--- config.mk ---
export PLATFORM = sky130hd
export DESIGN_NAME = ppi8255_flat
export DESIGN_NICKNAME = d
export VERILOG_FILES = /design/src/rtl/ppi8255_pkg.sv /design/src/rtl/ppi8255_if.sv /design/src/rtl/ppi8255_handshake.sv /design/src/rtl/ppi8255.sv /design/src/flat_wrapper.sv
export SDC_FILE = /design/constraint.sdc
export NUM_CORES = 1
export LEC_CHECK = 0
export ABC_AREA = 0
export CELL_PAD_IN_SITES_DETAIL_PLACEMENT = 1
export CELL_PAD_IN_SITES_GLOBAL_PLACEMENT = 1
export CORE_MARGIN = 2
export CORE_UTILIZATION = 31
export DETAILED_ROUTE_END_ITERATION = 12
export GPL_TIMING_DRIVEN = 0
export PLACE_DENSITY = 0.83
export SYNTH_ARGS = -nofsm -noshare
export SYNTH_HDL_FRONTEND = slang
export SYNTH_HIERARCHICAL = 1
export SYNTH_SLANG_ARGS = --single-unit
--- constraint.sdc ---
create_clock -name clk -period 1.85 [get_ports clk]
set_input_delay 0.37 -clock clk [delete_from_list [all_inputs] [get_ports clk]]
set_output_delay 0.37 -clock clk [all_outputs]
set_load 0.01 [all_outputs]
--- src/rtl/ppi8255_pkg.sv ---
// Shared constants for the ppi8255 peripheral: bus addresses, control-word
// bit positions, mode encoding, port C handshake pin map and reset control.
package ppi_pkg;

  // Register addresses
  localparam logic [1:0] ADDR_PA   = 2'b00;
  localparam logic [1:0] ADDR_PB   = 2'b01;
  localparam logic [1:0] ADDR_PC   = 2'b10;
  localparam logic [1:0] ADDR_CTRL = 2'b11;

  // Control-word bit positions (mode-set form)
  localparam int CW_MODE_SET  = 7;
  localparam int CW_A_MODE_HI = 6;
  localparam int CW_A_MODE_LO = 5;
  localparam int CW_A_IN      = 4;
  localparam int CW_CU_IN     = 3;
  localparam int CW_B_MODE    = 2;
  localparam int CW_B_IN      = 1;
  localparam int CW_CL_IN     = 0;

  typedef enum logic {
    MODE0 = 1'b0,
    MODE1 = 1'b1
  } ppi_mode_e;

  // Port C handshake pin map
  localparam logic [2:0] PC_STB_A  = 3'd4;
  localparam logic [2:0] PC_IBF_A  = 3'd5;
  localparam logic [2:0] PC_ACK_A  = 3'd6;
  localparam logic [2:0] PC_OBF_A  = 3'd7;
  localparam logic [2:0] PC_INTR_A = 3'd3;
  localparam logic [2:0] PC_STB_B  = 3'd2;
  localparam logic [2:0] PC_ACK_B  = 3'd2;
  localparam logic [2:0] PC_IBF_B  = 3'd1;
  localparam logic [2:0] PC_OBF_B  = 3'd1;
  localparam logic [2:0] PC_INTR_B = 3'd0;

  // Atom layout: PA out, PB in, PC[7:4] in, PC[3:0] out, mode 0
  localparam logic [7:0] DEFAULT_RESET_CONTROL = 8'h8A;

endpackage

--- src/rtl/ppi8255_if.sv ---
// CPU-side register bus of the ppi8255.
// Handshake: an access happens in every clk cycle with enable=1; there is no
// ready/stall. rnw selects read (1) or write (0); dout is valid combinationally
// in the same cycle as addr, writes take effect on the closing clk edge.
interface ppi8255_if;
  logic       enable;
  logic       rnw;
  logic [1:0] addr;
  logic [7:0] din;
  logic [7:0] dout;

  modport master (output enable, rnw, addr, din, input dout);
  modport slave  (input enable, rnw, addr, din, output dout);
endinterface

--- src/rtl/ppi8255_handshake.sv ---
// Mode 1 strobe/acknowledge handshake for one port group: synchroniser,
// edge detect and the IBF / OBF# / INTR / INTE state. Pin positions are
// parameters so one module serves both group A and group B.
module ppi_handshake
  import ppi_pkg::*;
#(
  parameter int         SYNC_STAGES = 2,
  parameter logic [2:0] STB_PIN     = PC_STB_A,
  parameter logic [2:0] ACK_PIN     = PC_ACK_A,
  parameter logic [2:0] IBF_PIN     = PC_IBF_A,
  parameter logic [2:0] OBF_PIN     = PC_OBF_A,
  parameter logic [2:0] INTR_PIN    = PC_INTR_A
) (
  input  logic       clk,
  input  logic       reset,
  input  logic       active,
  input  logic       dir_in,
  input  logic       mode_set,
  input  logic       inte_wr,
  input  logic       inte_val,
  input  logic       port_rd,
  input  logic       port_wr,
  input  logic       stb_n,
  input  logic       ack_n,
  input  logic [7:0] port_in,
  output logic [7:0] in_latch,
  output logic [7:0] pc_val,
  output logic [7:0] pc_own,
  output logic [7:0] pc_inp
);
  // [SYNC_STAGES-1] is the newest synchronised sample, [SYNC_STAGES] the one before
  logic [SYNC_STAGES:0] stb_sync;
  logic [SYNC_STAGES:0] ack_sync;
  logic ibf, obf_n, intr, inte;
  logic stb_fall, stb_rise, ack_fall, ack_rise;

  // Synchronisers idle high so reset never looks like a strobe
  always_ff @(posedge clk) begin
    if (reset) begin
      stb_sync <= '1;
      ack_sync <= '1;
    end else begin
      stb_sync <= {stb_sync[SYNC_STAGES-1:0], stb_n};
      ack_sync <= {ack_sync[SYNC_STAGES-1:0], ack_n};
    end
  end

  assign stb_fall = stb_sync[SYNC_STAGES] & ~stb_sync[SYNC_STAGES-1];
  assign stb_rise = ~stb_sync[SYNC_STAGES] & stb_sync[SYNC_STAGES-1];
  assign ack_fall = ack_sync[SYNC_STAGES] & ~ack_sync[SYNC_STAGES-1];
  assign ack_rise = ~ack_sync[SYNC_STAGES] & ack_sync[SYNC_STAGES-1];

  // Handshake state; a mode set clears it and discards any coincident edge
  always_ff @(posedge clk) begin
    if (reset) begin
      ibf      <= 1'b0;
      obf_n    <= 1'b1;
      intr     <= 1'b0;
      inte     <= 1'b0;
      in_latch <= 8'h00;
    end else if (mode_set) begin
      ibf   <= 1'b0;
      obf_n <= 1'b1;
      intr  <= 1'b0;
      inte  <= 1'b0;
    end else begin
      if (inte_wr) inte <= inte_val;
      if (active && dir_in) begin
        // Strobe latches new data even when the CPU reads in the same cycle
        if (stb_fall) begin
          in_latch <= port_in;
          ibf      <= 1'b1;
        end else if (port_rd) begin
          ibf <= 1'b0;
        end
        if (port_rd) intr <= 1'b0;
        else if (stb_rise && inte) intr <= 1'b1;
      end else if (active) begin
        // CPU write beats a coincident acknowledge
        if (port_wr) obf_n <= 1'b0;
        else if (ack_fall) obf_n <= 1'b1;
        if (port_wr) intr <= 1'b0;
        else if (ack_rise && inte) intr <= 1'b1;
      end
    end
  end

  // Port C overlay: which pins this group drives, their values, and which pins it listens to
  always_comb begin
    pc_val = 8'h00;
    pc_own = 8'h00;
    pc_inp = 8'h00;
    if (active) begin
      pc_own[INTR_PIN] = 1'b1;
      pc_val[INTR_PIN] = intr;
      if (dir_in) begin
        pc_own[IBF_PIN] = 1'b1;
        pc_val[IBF_PIN] = ibf;
        pc_inp[STB_PIN] = 1'b1;
      end else begin
        pc_own[OBF_PIN] = 1'b1;
        pc_val[OBF_PIN] = obf_n;
        pc_inp[ACK_PIN] = 1'b1;
      end
    end
  end
endmodule

--- src/rtl/ppi8255.sv ---
// 8255-compatible programmable peripheral interface for the Atom bus.
// Define PPI_MODE1_EN to build the mode 1 strobed handshakes; without it the
// mode fields are stored but ignored and no handshake logic is built.
module ppi8255
  import ppi_pkg::*;
#(
  parameter logic [7:0] RESET_CONTROL = DEFAULT_RESET_CONTROL,
  parameter int         SYNC_STAGES   = 2
) (
  input  logic       clk,
  input  logic       reset,
  ppi8255_if.slave   bus,
  input  logic [7:0] pa_in,
  input  logic [7:0] pb_in,
  input  logic [7:0] pc_in,
  output logic [7:0] pa_out,
  output logic [7:0] pb_out,
  output logic [7:0] pc_out,
  output logic [7:0] pa_oe,
  output logic [7:0] pb_oe,
  output logic [7:0] pc_oe
);
  logic [7:0] ctrl, pa_lat, pb_lat, pc_lat;
  logic [7:0] base_pc_oe, pa_rd, pb_rd, pc_rd;
  logic       wr, mode_set, bsr, a_in, b_in, inte_a_wr, inte_b_wr;
  logic [2:0] bsr_bit;
  ppi_mode_e  a_mode, b_mode;

  assign wr       = bus.enable & ~bus.rnw;
  assign mode_set = wr && (bus.addr == ADDR_CTRL) && bus.din[CW_MODE_SET];
  assign bsr      = wr && (bus.addr == ADDR_CTRL) && !bus.din[CW_MODE_SET];
  assign bsr_bit  = bus.din[3:1];
  assign a_in     = ctrl[CW_A_IN];
  assign b_in     = ctrl[CW_B_IN];

`ifdef PPI_MODE1_EN
  assign a_mode = (ctrl[CW_A_MODE_HI:CW_A_MODE_LO] != 2'b00) ? MODE1 : MODE0;
  assign b_mode = ctrl[CW_B_MODE] ? MODE1 : MODE0;
`else
  assign a_mode = MODE0;
  assign b_mode = MODE0;
`endif

  // BSR of a strobe/acknowledge pin in mode 1 programs INTE instead of the latch
  assign inte_a_wr = bsr && (a_mode == MODE1) &&
                     ((a_in && bsr_bit == PC_STB_A) || (!a_in && bsr_bit == PC_ACK_A));
  assign inte_b_wr = bsr && (b_mode == MODE1) && (bsr_bit == PC_STB_B);

  // Control register and output latches
  always_ff @(posedge clk) begin
    if (reset) begin
      ctrl   <= RESET_CONTROL;
      pa_lat <= 8'h00;
      pb_lat <= 8'h00;
      pc_lat <= 8'h00;
    end else if (mode_set) begin
      ctrl   <= bus.din;
      pa_lat <= 8'h00;
      pb_lat <= 8'h00;
      pc_lat <= 8'h00;
    end else if (wr) begin
      case (bus.addr)
        ADDR_PA: pa_lat <= bus.din;
        ADDR_PB: pb_lat <= bus.din;
        ADDR_PC: pc_lat <= bus.din;
        default: if (!inte_a_wr && !inte_b_wr) pc_lat[bsr_bit] <= bus.din[0];
      endcase
    end
  end

  assign pa_out     = pa_lat;
  assign pb_out     = pb_lat;
  assign pa_oe      = {8{~a_in}};
  assign pb_oe      = {8{~b_in}};
  assign base_pc_oe = {{4{~ctrl[CW_CU_IN]}}, {4{~ctrl[CW_CL_IN]}}};

`ifdef PPI_MODE1_EN
  logic       rd;
  logic [7:0] a_latch, a_pc_val, a_pc_own, a_pc_inp;
  logic [7:0] b_latch, b_pc_val, b_pc_own, b_pc_inp;

  assign rd = bus.enable & bus.rnw;

  ppi_handshake #(
    .SYNC_STAGES(SYNC_STAGES), .STB_PIN(PC_STB_A), .ACK_PIN(PC_ACK_A),
    .IBF_PIN(PC_IBF_A), .OBF_PIN(PC_OBF_A), .INTR_PIN(PC_INTR_A)
  ) u_hs_a (
    .clk(clk), .reset(reset), .active(a_mode == MODE1), .dir_in(a_in),
    .mode_set(mode_set), .inte_wr(inte_a_wr), .inte_val(bus.din[0]),
    .port_rd(rd && bus.addr == ADDR_PA), .port_wr(wr && bus.addr == ADDR_PA),
    .stb_n(pc_in[PC_STB_A]), .ack_n(pc_in[PC_ACK_A]), .port_in(pa_in),
    .in_latch(a_latch), .pc_val(a_pc_val), .pc_own(a_pc_own), .pc_inp(a_pc_inp)
  );

  ppi_handshake #(
    .SYNC_STAGES(SYNC_STAGES), .STB_PIN(PC_STB_B), .ACK_PIN(PC_ACK_B),
    .IBF_PIN(PC_IBF_B), .OBF_PIN(PC_OBF_B), .INTR_PIN(PC_INTR_B)
  ) u_hs_b (
    .clk(clk), .reset(reset), .active(b_mode == MODE1), .dir_in(b_in),
    .mode_set(mode_set), .inte_wr(inte_b_wr), .inte_val(bus.din[0]),
    .port_rd(rd && bus.addr == ADDR_PB), .port_wr(wr && bus.addr == ADDR_PB),
    .stb_n(pc_in[PC_STB_B]), .ack_n(pc_in[PC_ACK_B]), .port_in(pb_in),
    .in_latch(b_latch), .pc_val(b_pc_val), .pc_own(b_pc_own), .pc_inp(b_pc_inp)
  );

  // Handshake status overrides the PC latch; handshake inputs never drive
  assign pc_out = (pc_lat & ~(a_pc_own | b_pc_own)) | a_pc_val | b_pc_val;
  assign pc_oe  = (base_pc_oe & ~(a_pc_inp | b_pc_inp)) | a_pc_own | b_pc_own;
  assign pa_rd  = (a_mode == MODE1 && a_in) ? a_latch : ((pa_lat & pa_oe) | (pa_in & ~pa_oe));
  assign pb_rd  = (b_mode == MODE1 && b_in) ? b_latch : ((pb_lat & pb_oe) | (pb_in & ~pb_oe));
`else
  assign pc_out = pc_lat;
  assign pc_oe  = base_pc_oe;
  assign pa_rd  = (pa_lat & pa_oe) | (pa_in & ~pa_oe);
  assign pb_rd  = (pb_lat & pb_oe) | (pb_in & ~pb_oe);
`endif

  // Driven port C bits read back what is driven, the rest read the pins
  assign pc_rd = (pc_out & pc_oe) | (pc_in & ~pc_oe);

  // Read mux
  always_comb begin
    bus.dout = 8'h00;
    case (bus.addr)
      ADDR_PA: bus.dout = pa_rd;
      ADDR_PB: bus.dout = pb_rd;
      ADDR_PC: bus.dout = pc_rd;
      default: bus.dout = ctrl;
    endcase
  end
endmodule
--- src/flat_wrapper.sv ---
// flat-port wrapper written by rule: the top's interface ports become plain ports
module ppi8255_flat import ppi_pkg::*;
#(
  parameter logic [7:0] RESET_CONTROL = DEFAULT_RESET_CONTROL,
  parameter int         SYNC_STAGES   = 2
)
  (clk, reset, pa_in, pb_in, pc_in, pa_out, pb_out, pc_out, pa_oe, pb_oe, pc_oe, bus_enable, bus_rnw, bus_addr, bus_din, bus_dout);
  ppi8255_if bus_i ();
  input  logic clk;
  input  logic reset;
  input  logic [7:0] pa_in;
  input  logic [7:0] pb_in;
  input  logic [7:0] pc_in;
  output logic [7:0] pa_out;
  output logic [7:0] pb_out;
  output logic [7:0] pc_out;
  output logic [7:0] pa_oe;
  output logic [7:0] pb_oe;
  output logic [7:0] pc_oe;
  input wire logic [$bits(bus_i.enable)-1:0] bus_enable;
  input wire logic [$bits(bus_i.rnw)-1:0] bus_rnw;
  input wire logic [$bits(bus_i.addr)-1:0] bus_addr;
  input wire logic [$bits(bus_i.din)-1:0] bus_din;
  output wire logic [$bits(bus_i.dout)-1:0] bus_dout;
  assign bus_i.enable = bus_enable;
  assign bus_i.rnw = bus_rnw;
  assign bus_i.addr = bus_addr;
  assign bus_i.din = bus_din;
  assign bus_dout = bus_i.dout;
  ppi8255 #(.RESET_CONTROL(RESET_CONTROL), .SYNC_STAGES(SYNC_STAGES)) u_core (.clk(clk), .reset(reset), .bus(bus_i), .pa_in(pa_in), .pb_in(pb_in), .pc_in(pc_in), .pa_out(pa_out), .pb_out(pb_out), .pc_out(pc_out), .pa_oe(pa_oe), .pb_oe(pb_oe), .pc_oe(pc_oe));
endmodule
After elaboration in Yosys (flattened, before gate mapping)

Index checks and enable logic that the tools add are counted.
Widths: inputs -> output; s select.

Order comparisons: 2
Equality and inequality tests: 3
Muxes and demuxes: 5
Bitwise logic cells: 19
Reductions and logical operators: 9

Operators by type and width:

| kind               | number |
|---|---|
| $and 8x8->8        | 6 |
| $not 8->8          | 3 |
| $or 8x8->8         | 3 |
| $pmux 8 s3         | 1 |
| $pmux 8 s2         | 1 |
| $bwmux 8           | 1 |
| $not 1->1          | 6 |
| $reduce_and 2->1   | 3 |
| $eq 2x2->1 const B | 2 |
| $lt 3x4->1 const B | 1 |
| $reduce_or 2->1    | 2 |
| $demux 1 s3        | 1 |
| $ge 3x1->1 const B | 1 |
| $logic_and 1x1->1  | 3 |
| $eq 2x1->1 const B | 1 |
| $logic_not 2->1    | 1 |
| $and 1x1->1        | 1 |
| $mux 1             | 1 |

Register bits after elaboration: 32
Input bits: 38
Output and inout bits: 56

Longest topological paths before layout

Gate-level depths: netlist of the first run.

Depth after elaboration: 6
Mapped depth: 5
Depth with buffers taken out: 3

Worst setup path after synthesis of the first run

No wires, ideal clock.

Path kind: input to output
Start: input port bus_addr[1]
End: output port bus_dout[1]
Arrival time: 1.364 ns
Required time: 1.480 ns
Slack: 0.116 ns
Stages on the path: 4
Buffers on the path: 2
Path through: buf_2 > buf_4 > mux2_2 > o21ai_0

Word-level cells in the longest chain between the ends: 2
Elaborated cells between the ends (all ways): 4
Classes of those cells: 2 x eq/ne; 1 x mux; 1 x reduce/logical

RTL lines:

| item                                     | line               | text |
|---|---|---|
| start: declaration                       | flat_wrapper.sv:22 | `input wire logic [$bits(bus_i.addr)-1:0] bus_addr;` |
| $eq 2x2->1, or another cell as far along | ppi8255.sv:124     | `case (bus.addr)` |
| $pmux 8 s3 *                             | ppi8255.sv:124     |  |
| end: declaration                         | flat_wrapper.sv:24 | `output wire logic [$bits(bus_i.dout)-1:0] bus_dout;` |

Every way passes the cells marked *; elsewhere a longest branch is shown, timed or not.

Worst setup path after layout of the first run

Start: register u_core.ctrl[1]
End: output port bus_dout[6]

Word-level cells in the longest chain between the ends: 5
Elaborated cells between the ends (all ways): 6
Classes of those cells: 1 x mux; 5 x bitwise

RTL lines:

| item                     | line           | text |
|---|---|---|
| start: declaration       | ppi8255.sv:23  | `logic [7:0] ctrl, pa_lat, pb_lat, pc_lat;` |
| start signal: assignment | ppi8255.sv:57  | `ctrl <= bus.din;` |
| $not 1->1 *              | ppi8255.sv:74  | `assign pb_oe = {8{~b_in}};` |
| $not 8->8                | ppi8255.sv:115 | `assign pb_rd = (pb_lat & pb_oe) \| (pb_in & ~pb_oe);` |
| $and 8x8->8              | ppi8255.sv:115 |  |
| $or 8x8->8 *             | ppi8255.sv:115 |  |
| $pmux 8 s3 *             | ppi8255.sv:124 |  |

Marks and branches as above.

==> results of run 1 <==
## logic make-up (layout without fill, tap and decap cells)
family,after synthesis,after routing
simple gates,64,64
compound gates,58,58
buf+inv,47,157
mux,37,37
flops,32,32
## power by group through the flow
| stage | registers, mW | logic (mW) | clock network [mW] |
|---|---|---|---|
| after CTS | 0.715 | 0.424 | 0.689 |
| after global placement | 0.731 | 0.394 | 0 |
| after floorplan | 0.733 | 0.187 | 0 |
| final | 0.713 | 0.432 | 0.683 |
| after global routing | 0.715 | 0.461 | 0.727 |
| after detailed placement | 0.731 | 0.403 | 0 |
## cells in the final DEF (no fill, tap or decap), types with 3 or more instances in the layout
cell,instances
inv_1,5
clkbuf_2,3
nor3b_1,4
buf_4,29
and3b_1,5
clkdlybuf4s50_1,79
buf_8,3
nand3b_1,4
mux2i_1,12
o21ai_0,12
dfxtp_1,29
clkbuf_8,5
nand3_1,7
mux2_4,10
nand2b_1,3
a21oi_1,20
dlygate4sd2_1,3
o2bb2ai_1,4
nor2b_1,6
nand2_1,18
mux4_2,6
a41oi_1,4
nor2_1,9
mux2_2,9
buf_6,14
buf_2,6
dfxtp_4,3
a211oi_2,3
## state kept, by name, summed over array words and instances, names as in the netlist
name	flops
u_core/ctrl	8
u_core/pa_out	8
u_core/pb_out	8
u_core/pc_out	8
## timing repair
| item | CTS | global route |
|---|---|---|
| hold endpoints to repair | 0 | 0 |
| gates resized for setup | 73 | 16 |
| setup buffers | 6 | 1 |
| cloned | 2 | 0 |
| endpoints found under the setup margin | 31 | 27 |
## layout make-up
cell class | instances | area (um2)
plain buffers | 40 | 320
repair buffers | 102 | 1000
clock inverters | 3 | 42.5
well taps | 96 | 120
flip-flops and latches | 32 | 652
fillers | 795 | 3280
clock buffers | 5 | 68.8
multi-input cells | 159 | 1280
inverters | 7 | 26.3
## path summary, 6_finish.rpt
check	from	to	slack (ns)	cells after the start
worst max-delay path	u_core/ctrl[1]$_SDFFE_PP1P_	bus_dout[6]	-0.26	4
worst min-delay path	u_core/ctrl[7]$_SDFFE_PP1P_	u_core/ctrl[7]$_SDFFE_PP1P_	0.47	1
worst max register to register	u_core/ctrl[1]$_SDFFE_PP1P_	u_core/ctrl[1]$_SDFFE_PP1P_	0.65	4
worst min register to register	u_core/ctrl[7]$_SDFFE_PP1P_	u_core/ctrl[7]$_SDFFE_PP1P_	0.47	1
## metrics by stage
| step | worst slack [ns] | area [um2] | std cells | setup TNS [ns] | hold WS (ns) |
|---|---|---|---|---|---|
| after floorplan | 0.116 | 2180 | 238 | 0 | 0.412 |
| after global placement | -0.942 | 3240 | 427 | -9.09 | 0.441 |
| after detailed placement | -0.999 | 3240 | 427 | -11.66 | 0.430 |
| after CTS | -0.266 | 3470 | 443 | -4.29 | 0.459 |
| after global routing | -0.292 | 3520 | 444 | -5.43 | 0.478 |
| final | -0.258 | 3520 | 444 | -3.80 | 0.468 |
## per-layer routing
layer | track usage | part of all wire
met4 | 0.0545 | 0.012
met3 | 0.0528 | 0.074
met5 | 0 | 0
met2 | 0.389 | 0.49
met1 | 0.286 | 0.43
## critical path, delay by kind of cell, from the launching register on
family	cells	cell delay, ns
mux	2	0.79
flops	1	0.37
buf+inv	2	0.28
==> results by group, run 1 <==
Run status
  • Status: finished with violations
  • Violated checks: negative setup slack

GRT
  • Tot GR Track Use: 0.226
  • Largest net degree at the start of global routing: 12
  • Vias in the first global route: between 2000 and 2500
  • Initial antenna violation count: 0
  • First-pass GRT wire length: ~13000 um
  • Grt ovf: 0

Worst setup path
  • Critical Path Sink Type: primary output
  • CP startpoint kind: register
  • CP Data Required Time: ~1.5 ns
  • Worst-path fanout max: 5
  • WP data arrival: ~1.7 ns
  • Crit path cell chain: buf_8 -> mux2_4 -> mux4_2 -> buf_6
  • WS Path Type: register to primary output
  • Slowest cell on crit path: mux4_2
  • Slowest cell delay on critical path: around 0.48 ns

Timing
  • Slew headroom: 0.572
  • RSZ-0062 raised after global routing: true
  • Tmin final: between 2 and 2.5 ns
  • Worst setup margin: -0.258 ns
  • Final setup fails: 23
  • Least-Margin Pin Slew: 0.640 ns
  • Clock skew: 0 ns
  • Hold Violations, Final: 0
  • Pins Over Slew Limit: 0
  • Maximum clock frequency: about 0.47 GHz
  • Final period util: 1.14

Routing
  • Initial DRC count: 82
  • Drt wl/cell: 18.7 um
  • Final antenna-violating net count: 0
  • DRC: 0
  • Vias per cell: 5.16
  • Final wirelength: approximately 8300 um
  • DR pass1 iterations: 4
  • Routed vias: around 2300

Die
  • Row Count: 30
  • Die area: 7730 um2
  • Starting Density: 0.322
  • Total core area: about 6800 um2
  • Die boundary height: roughly 88 um
  • Die extent in x: ~88 um
  • # IOs: between 90 and 100

Finish
  • Area delta synth->final: 61.0%
  • Layout cell share with drive strength beyond 1: 0.296
  • ANT cells: 0
  • Final core utilization: 0.518
  • Nets: around 390

CTS
  • TritonCTS buffer count: 5
  • H-tree depth: 2
  • Hold buffers post-CTS: 0
  • Clock transition at path regs: ~0.070 ns
  • Clock buffer depth: 2
  • Clk_lat worst skew: 0.29 ns
  • Total clock sinks: 32
  • CTS tree: built
  • Root Buffer: clkbuf_8

Flow run
  • Max-cap viol count: 0

Logic synthesis
  • Synthesized area: 2180 um2
  • Fraction of synthesized cell area in xor and xnor cells: 0
  • Synth top area share: 0.293
  • Cells after Synth: roughly 240
  • Seq/Total Area, Yosys: 0.293
  • Syn Nets: ~280
  • Yosys reg bits: 32
  • Post-Syn Area per Cell: 9.18 um2
  • Syn. warnings: 6
  • Synth Area in Compound Gates: 0.182
  • Synth Area in Simple Gates: 0.172
  • EDFF count, synth: 0
  • Synth top cells by count: dfxtp_1 (32), buf_4 (23), a21oi_1 (20)
  • Most frequent cell after synthesis: dfxtp_1
  • Synth unique cells: 38
  • Post-synth top flop: dfxtp_1
  • Area share of fa/ha/maj cells after synthesis: 0
  • Ys async rst share: 0
  • Post-synthesis mux area share: 0.215
  • Largest family of logic cells by synthesized area: multiplexers
  • Yosys top cell by area: dfxtp_1
  • Top post-synthesis cells by area: dfxtp_1 (29%), mux2_2 (9.8%), buf_4 (7.9%)

Power and ir drop
  • Pwr/cell area: about 520 nW/um2
  • Peak supply drop: between 0.0003 and 0.0004 V
  • Switching Fraction: 0.268
  • Power Total: 1.83 mW
  • Switch Pwr: ~0.5 mW
  • P_int: 1.34 mW
  • Logic gate share of total power: 0.236
  • Reg power frac: 0.390
  • Clock share of power: 0.374
  • P_leak: 1.35 nW

Place
  • Port bufs: between 90 and 100
  • Gp weighted congestion: around 0.8
  • Hpwl dp: around 5800 um

Worst hold path
  • Worst hold path type: register to register
(Power assumes the default switching activity.)
==> run 2: changes to the inputs <==
--- a/config.mk
+++ b/config.mk
@@ -13,6 +13,7 @@
 export DETAILED_ROUTE_END_ITERATION = 12
 export GPL_TIMING_DRIVEN = 0
 export PLACE_DENSITY = 0.83
+export SLEW_MARGIN = 15
 export SYNTH_ARGS = -nofsm -noshare
 export SYNTH_HDL_FRONTEND = slang
 export SYNTH_HIERARCHICAL = 1
==> results of run 2 <==
No change in the layout: final DEF, timing and power equal those of run 1.
==> run 3: changes to the inputs <==
--- a/config.mk
+++ b/config.mk
@@ -8,7 +8,6 @@
 export ABC_AREA = 0
 export CELL_PAD_IN_SITES_DETAIL_PLACEMENT = 1
 export CELL_PAD_IN_SITES_GLOBAL_PLACEMENT = 1
-export CORE_MARGIN = 2
 export CORE_UTILIZATION = 31
 export DETAILED_ROUTE_END_ITERATION = 12
 export GPL_TIMING_DRIVEN = 0
==> results by group, run 3 (synthesis gave the netlist of run 1 again) <==
Die
  • Row Count: 30 (unchanged)
  • # IOs: 94 (unchanged)
  • Starting Density: 0.322 (unchanged)
  • Die boundary height: 85.9 um (-2.3%)
  • Total core area: 6790 um2 (unchanged)
  • Die area: 7390 um2 (-4.5%)
  • Die extent in x: 85.9 um (-2.3%)

Worst setup path
  • WP data arrival: 1.73 ns (about the same)
  • Reg2Reg Depth: 4 (unchanged)
  • CP Data Required Time: 1.48 ns (about the same)
  • Worst-path fanout max: 8 (+3)
  • Critical Path Sink Type: primary output
  • WS Path Type: register to primary output
  • CP startpoint kind: register

CTS
  • TritonCTS buffer count: 5 (unchanged)
  • Root Buffer: clkbuf_8
  • H-tree depth: 2 (unchanged)
  • Clock transition at path regs: 0.07 ns (about the same)
  • Clk_lat worst skew: 0.29 ns (about the same)
  • CTS tree: built
  • Total clock sinks: 32 (unchanged)
  • Clock buffer depth: 2 (unchanged)

Routing
  • Initial DRC count: 131 (+60%)
  • Routed vias: 2303 (+0.61%)
  • Final wirelength: 8010 um (-3.5%)
  • Vias per cell: 5.21 (+1.1%)
  • Drt wl/cell: 18.1 um (-3.1%)
  • Final antenna-violating net count: 0 (unchanged)
  • DRC: 0 (unchanged)
  • DR pass1 iterations: 4 (unchanged)

GRT
  • Initial antenna violation count: 0 (unchanged)
  • Grt ovf: 0 (unchanged)
  • Vias in the first global route: 2294 (-5.7%)
  • Largest net degree at the start of global routing: 11 (-1)
  • First-pass GRT wire length: 12200 um (-8.2%)
  • Tot GR Track Use: 0.216 (-0.00960)

Power and ir drop
  • Power Total: 1.82 mW (-0.59%)
  • Pwr/cell area: 520 nW/um2 (about the same)
  • Peak supply drop: 0.000248 V (-30%)
  • P_leak: 1.33 nW (-0.85%)

Timing
  • Final period util: 1.14 (-0.00325)
  • Slew headroom: 0.591 (+0.0194)
  • Final setup fails: 16 (-30%)
  • Setup TNS: -2.87 ns (+0.922 ns)
  • Maximum clock frequency: 0.476 GHz (+0.29%)
  • Hold Violations, Final: 0 (unchanged)
  • Tmin final: 2.10 ns (-0.00601 ns)
  • Worst setup margin: -0.252 ns (+0.00601 ns)
  • Pins Over Slew Limit: 0 (unchanged)
  • Clock skew: 0 ns (unchanged)
  • RSZ-0062 raised after global routing: true
  • Least-Margin Pin Slew: 0.611 ns (-0.0290 ns)

Place
  • Port bufs: 93 (unchanged)
  • Hpwl dp: 5660 um (-1.8%)
  • Post-place setup slack: -0.957 ns (+0.0427 ns)
  • Gp weighted congestion: 0.852 (+3.6%)

Finish
  • Fill cells: 785 (-1.3%)
  • Most common cell after layout, fill and taps aside: clkdlybuf4s50_1
  • Layout cell share with drive strength beyond 1: 0.312 (+0.0162)
  • Final core utilization: 0.515 (-0.00295)
  • Area delta synth->final: 60.1%
  • ANT cells: 0 (unchanged)
  • Nets: 383 (-0.52%)
  • Most frequent cells in the layout: clkdlybuf4s50_1 (72), buf_4 (31), dfxtp_1 (28), a21oi_1 (20), nand2_1 (18)

Flow run
  • Max-cap viol count: 0 (unchanged)

Run status
  • Violated checks: negative setup slack
  • Status: finished with violations

Worst hold path
  • Worst hold path type: register to register
  • Hold depth: 1 (unchanged)
[run 3: changes by cell type in the layout (fill, tap and decap cells not counted), moves of 2 or more]
cell,previous run,this run
buf_4,29,31
dlygate4sd2_1,3,5
clkdlybuf4s50_1,79,72
mux2_4,10,8
mux2_2,9,11
clkbuf_1,2,4
buf_12,0,2
buf_8,3,1
dfxtp_4,3,1
dfxtp_2,0,3
[run 3: repair_timing]
item	CTS	global route
hold buffers	0	0
endpoints found under the setup margin	31	24
buffers inserted	7	2
pin swaps	1	1
resized for setup	72	27
endpoints found under the hold margin	0	0
[run 3: final cells by class]
type | count | area [um2] | area share
Tap cell | 96 | 120 | 0.0343
Buffer | 40 | 333 | 0.0952
Timing Repair Buffer | 100 | 977 | 0.279
Multi-Input combinational cell | 159 | 1280 | 0.367
Clock inverter | 2 | 35.0 | 0.0100
Inverter | 7 | 28.8 | 0.00823
Clock buffer | 6 | 72.6 | 0.0208
Sequential cell | 32 | 648 | 0.185
[run 3: final timing paths]
path              slack [ns]                         from                          end
setup / recovery       -0.25  u_core/ctrl[4]$_SDFFE_PP0P_                  bus_dout[3]
hold / removal          0.46  u_core/ctrl[7]$_SDFFE_PP1P_  u_core/ctrl[7]$_SDFFE_PP1P_
setup reg to reg        0.70  u_core/ctrl[1]$_SDFFE_PP1P_  u_core/ctrl[1]$_SDFFE_PP1P_
hold reg to reg         0.46  u_core/ctrl[7]$_SDFFE_PP1P_  u_core/ctrl[7]$_SDFFE_PP1P_
[run 3: through the flow]
stage,hold slack [ns],cells,cell area [um2]
final,0.464,442,3500
after global routing,0.478,442,3500
after CTS,0.450,441,3430
after detailed placement,0.434,427,3240
after global placement,0.442,427,3240
after floorplan,0.412,238,2180
[run 3: critical path, stage by stage (launching register included)]
cell	delay, ns
dfxtp_2	0.34
buf_8	0.14
mux2_4	0.33
mux4_2	0.49
buf_6	0.14
[run 3: where the power goes]
group | total (mW) | internal (mW) | switching (mW)
sequential | 0.715 | 0.702 | 0.0133
combinational | 0.433 | 0.241 | 0.192
clock | 0.669 | 0.400 | 0.270
[run 3: per-layer routing]
metal | up-vias | part of all wire | GRT usage | wire, um
met3 | 4 | 0.074 | 0.0414 | 594
met5 | - | 0 | 0 | 0
met4 | 0 | 0.0051 | 0.0636 | 41
met1 | 1130 | 0.42 | 0.266 | 3370
li1 | 1057 | - | - | -
met2 | 112 | 0.50 | 0.382 | 4000
